[config.mk]
export PLATFORM = sky130hd
export DESIGN_NAME = result_bcd_reader
export DESIGN_NICKNAME = d
export VERILOG_FILES = /design/src/rtl/result_bcd_reader.sv
export SDC_FILE = /design/constraint.sdc
export NUM_CORES = 1
export LEC_CHECK = 0
export BUFFER_PORTS_ARGS = -buffer_cell sky130_fd_sc_hd__buf_2
export CORE_MARGIN = 2
export CORE_UTILIZATION = 30
export CTS_BUF_LIST = sky130_fd_sc_hd__clkbuf_4 sky130_fd_sc_hd__clkbuf_8 sky130_fd_sc_hd__clkbuf_16
export DETAILED_ROUTE_END_ITERATION = 6
export SYNTH_ARGS = -nofsm -noshare
export SYNTH_HDL_FRONTEND = slang
export SYNTH_SLANG_ARGS = --single-unit
[constraint.sdc]
create_clock -name clk -period 2.2 [get_ports clk]
set_input_delay 0.33 -clock clk [delete_from_list [all_inputs] [get_ports clk]]
set_output_delay 0.33 -clock clk [all_outputs]
set_load 0.01 [all_outputs]
[src/rtl/result_bcd_reader.sv]
// rtl/result_bcd_reader.sv - signed result register to sign + packed BCD, iterative double-dabble
module result_bcd_reader #(
   parameter int WIDTH  = 16,
   parameter int DIGITS = 5
) (
   input  logic                  clk,
   input  logic                  clr,
   input  logic                  start,
   input  logic [WIDTH-1:0]      value,
   output logic                  busy,
   output logic                  done,
   output logic                  neg,
   output logic [4*DIGITS-1:0]   bcd
);

   localparam int CW = $clog2(WIDTH + 1);

   typedef enum logic [1:0] {IDLE, CONV, DONE} state_t;

   state_t              state, state_nxt;
   logic [CW-1:0]       cnt;
   logic [WIDTH-1:0]    mag;
   logic                sign;
   logic [4*DIGITS-1:0] scratch, adjusted, shifted;
   logic                accept, last_iter;

   assign accept    = start && (state == IDLE || state == DONE);
   assign last_iter = (state == CONV) && (cnt == CW'(WIDTH - 1));
   assign busy      = (state == CONV);
   assign done      = (state == DONE);

   always_ff @(posedge clk) begin
      if (clr) state <= IDLE;
      else     state <= state_nxt;
   end

   always_comb begin
      state_nxt = state;
      case (state)
         IDLE:    if (start) state_nxt = CONV;
         CONV:    if (last_iter) state_nxt = DONE;
         DONE:    state_nxt = start ? CONV : IDLE;
         default: state_nxt = IDLE;
      endcase
   end

   // Add-3 on every digit >= 5, then shift the next magnitude bit into digit 0.
   always_comb begin
      adjusted = '0;
      for (int d = 0; d < DIGITS; d++) begin
         if (scratch[4*d +: 4] >= 4'd5) adjusted[4*d +: 4] = scratch[4*d +: 4] + 4'd3;
         else                           adjusted[4*d +: 4] = scratch[4*d +: 4];
      end
      shifted = {adjusted[4*DIGITS-2:0], mag[WIDTH-1]};
   end

   // An unsigned WIDTH-bit magnitude already holds 2**(WIDTH-1), so -min needs no extra bit.
   always_ff @(posedge clk) begin
      if (clr) begin
         cnt     <= '0;
         mag     <= '0;
         sign    <= 1'b0;
         scratch <= '0;
         bcd     <= '0;
         neg     <= 1'b0;
      end else if (accept) begin
         sign    <= value[WIDTH-1];
         mag     <= value[WIDTH-1] ? (~value + 1'b1) : value;
         scratch <= '0;
         cnt     <= '0;
      end else if (state == CONV) begin
         scratch <= shifted;
         mag     <= {mag[WIDTH-2:0], 1'b0};
         cnt     <= cnt + CW'(1);
         if (last_iter) begin
            bcd <= shifted;
            neg <= sign;
         end
      end
   end

   always_ff @(posedge clk) begin
      if (!clr && state == CONV) begin
         for (int d = 0; d < DIGITS; d++) begin
            assert (scratch[4*d +: 4] <= 4'd9);
         end
      end
   end

endmodule

==> flow_summary.yaml <==
critical_path:
  crit_fanout: 24
  rrSetupSlack_ns: 0.48
  r2r_cells: 6
  critical_path_class: "reg -> out"
  timing.rr.end: "bcd[19]$_SDFFE_PP0P_"
  max_stage_delay_ns: 0.41
  cpMaxStageDelayCell: "dfxtp_1"
  startpoint_type: "flop"
  critPathArrivalTime_ns: 1.39
  crit_required_ns: 1.87
  cp-end-kind: "primary output"
  reg2reg_from: "state[0]$_SDFFE_PP0P_"
  crit_chain: "nand2b_1 > inv_2 > buf_4 > buf_2"
place:
  port_buffers: 41
  dp_hpwl_mm: 5.462
  place_ws_ns: 0.4412
  place_congestion: 0.8813
routing:
  drt-initial-drc-count: 148
  viasPerCell: 5.149
  final_antenna_net_count: 0
  vias: 2899
  wl_mm: 7.900
  avgRoutedWirePerCell_um: 14.03
  drt_first_pass_iters: 7
  drc: 0
synthesis:
  syn_nets: 414
  synth.area.top_cells: "dfxtp_1 40%, a21oi_1 5.1%, ha_1 5.0%, nand2_1 3.6%, nor2_1 3.5%"
  ys_ff_latch: 65
  synth.largest_area_cell: "dfxtp_1"
  yosys.area.top_type_share: 0.4023
  synth_xor_area_frac: 0.03520
  synth_edf_count: 0
  yosysWarnings: 0
  synth_common_cells: "65 x dfxtp_1, 33 x a21oi_1, 31 x nand2_1"
  syn_inst: 382
  synth_compound_area_frac: 0.2298
  synth_top_family_by_area: "compound AO/OA/AOI/OAI gates"
  synth-simple-area-share: 0.1992
  syn_area_um2: 3234
  synth_adder_area_share: 0.05029
  synth.avg_cell_area_um2: 8.467
  synthArstFlopShare: 0
  synth_mux_area_frac: 0.02669
  synth_cell_types: 52
  ys_seq_area_frac: 0.4023
  synth-main-ff-cell: "dfxtp_1"
  synth_most_common_cell: "dfxtp_1"
cts:
  clk_latency_ns: 0.34
  cts_root_buf: "clkbuf_8"
  cts_buffer_depth: 2
  cts_max_level: 3
  clock-sinks: 65
  numCtsBuffers: 9
  postCtsSetupBuffers: 0
  hold_buffers: 0
  clk_pin_slew_ns: 0.07
  cts.repair.resized: 0
  cts_tree: "built"
cells_and_area:
  drive_gt1_frac: 0.1920
  layout.nets: 454
  area_growth_pct: 17.91
  diodes: 0
worst_hold_path:
  hp-class: "in -> reg"
  whs_endpoint: "mag[8]$_SDFFE_PP0P_"
  holdCritStartpoint: "value[8]"
  holdPathStages: 2
timing:
  setup_viol: 0
  tightest_slew_ns: 0.5051
  hold_viol_final: 0
  slew_headroom: 0.6625
  finalCriticalPeriod_ns: 1.724
  rsz0062_at_grt: "no"
  tns_ns: 0
  fmax_mhz: 579.9
  worst_slack_ns: 0.4756
  slew_viol_final: 0
  period_share: 0.7838
  clock_skew_ns: 0.008278
job:
  maxCapViolCount: 0
floorplanning:
  io_pins: 42
  core_um2: 10420
  die_y_um: 107.8
  row_count: 37
  fp.dieArea_um2: 11630
  start_util: 0.3105
  die_w_um: 107.8
outcome:
  status: "finished clean"
power:
  p_clk_frac: 0.430
  p_sw_frac: 0.2565
  seqPwrFrac: 0.462
  power.density_nw_per_um2: 702.6
  p_comb_frac: 0.109
  leakage_nw: 1.441
  power_switching_w: 0.0006872
  ir_drop_uv: 328.6
  cellInternalPower_w: 0.001992
global_route:
  grt_pass1_vias: 2748
  track_usage: 0.1416
  antenna_found_initial: 0
  grt_pass1_wl_mm: 13.01
  grt_max_degree: 30
  grt.overflow.total: 0
power groups by stage:
stage / Clock (W) / Sequential, W / Combinational, W
floorplan: 0 / 0.00126 / 0.000197
global placement: 0 / 0.00126 / 0.000286
detailed placement: 0 / 0.00126 / 0.000292
CTS: 0.00118 / 0.00124 / 0.000293
global route: 0.00124 / 0.00124 / 0.000325
finish: 0.00115 / 0.00124 / 0.000292
cell type report:
cell class | instances | area, µm²
fill | 1079 | 6603
multi-input combinational | 274 | 1750
sequential | 65 | 1301
timing repair buffer | 52 | 287.8
tap | 136 | 170.2
clock buffer | 10 | 137.6
clock inverter | 6 | 91.34
inverter | 20 | 75.07
layout by cell type (no fill, tap or decap), drive strengths merged, types with 11 or more instances in the layout:
cell,Yosys,routed
nand3,17,17
nand2,31,31
a21oi,33,33
o22ai,14,14
buf,11,52
o21ai,29,29
nor2,30,30
ha,13,13
a211oi,11,11
inv,20,20
dfxtp,65,65
how the worst max path moves through the flow:
| stage | slack, ns | cells after the start | startpoint | to |
|---|---|---|---|---|
| after floorplan | 0.59 | 7 | cnt[0]$_SDFFE_PP0P_ | bcd[12]$_SDFFE_PP0P_ |
| after global placement | 0.49 | 5 | value[4] | mag[13]$_SDFFE_PP0P_ |
| after detailed placement | 0.44 | 5 | value[4] | mag[13]$_SDFFE_PP0P_ |
| after CTS | 0.45 | 4 | state[0]$_SDFFE_PP0P_ | busy |
| after global routing | 0.33 | 6 | cnt[0]$_SDFFE_PP0P_ | bcd[19]$_SDFFE_PP0P_ |
| final | 0.48 | 4 | state[0]$_SDFFE_PP0P_ | busy |
metrics by stage:
step,instance area [µm²],total power (W),utilization,hold WS (ns),cells
floorplan,3234,0.001454,-,0.4317,382
global placement,3585,0.001549,0.3441,0.4476,547
detailed placement,3585,0.001556,0.3441,0.4540,547
CTS,3814,0.002711,0.3661,0.2389,563
global route,3814,0.002802,0.3661,0.2586,563
finish,3814,0.002680,0.3661,0.2543,563
registers in the layout, summed over array words and instances, names as in the netlist:
signal and flops:
mag 16, bcd 20, neg 1, state 2, scratch 20, sign 1, cnt 5
per-layer routing:
| metal | global-route usage | part of all wire |
|---|---|---|
| met3 | 0.04479 | 0.044 |
| met1 | 0.1759 | 0.48 |
| met5 | 0 | 0 |
| met2 | 0.2363 | 0.47 |
| met4 | 0.03755 | 0.0072 |
worst max-delay path: cells and delay by family (launching register included):
kind | cells | cell delay (ns)
buffers and inverters | 3 | 0.53
AND/OR/NAND/NOR | 1 | 0.11
flip-flops | 1 | 0.41
cells by family (layout without fill, tap and decap cells):
group,Yosys count,in the layout
DFF,65,65
muxes,8,8
and+or+nand+nor,124,124
buffers and inverters,43,88
AOI/OAI and AO/OA,116,116
xor gates and xnor gates,13,13
adders and majority gates,13,13
Note: power is estimated with default switching activity, not from simulation.
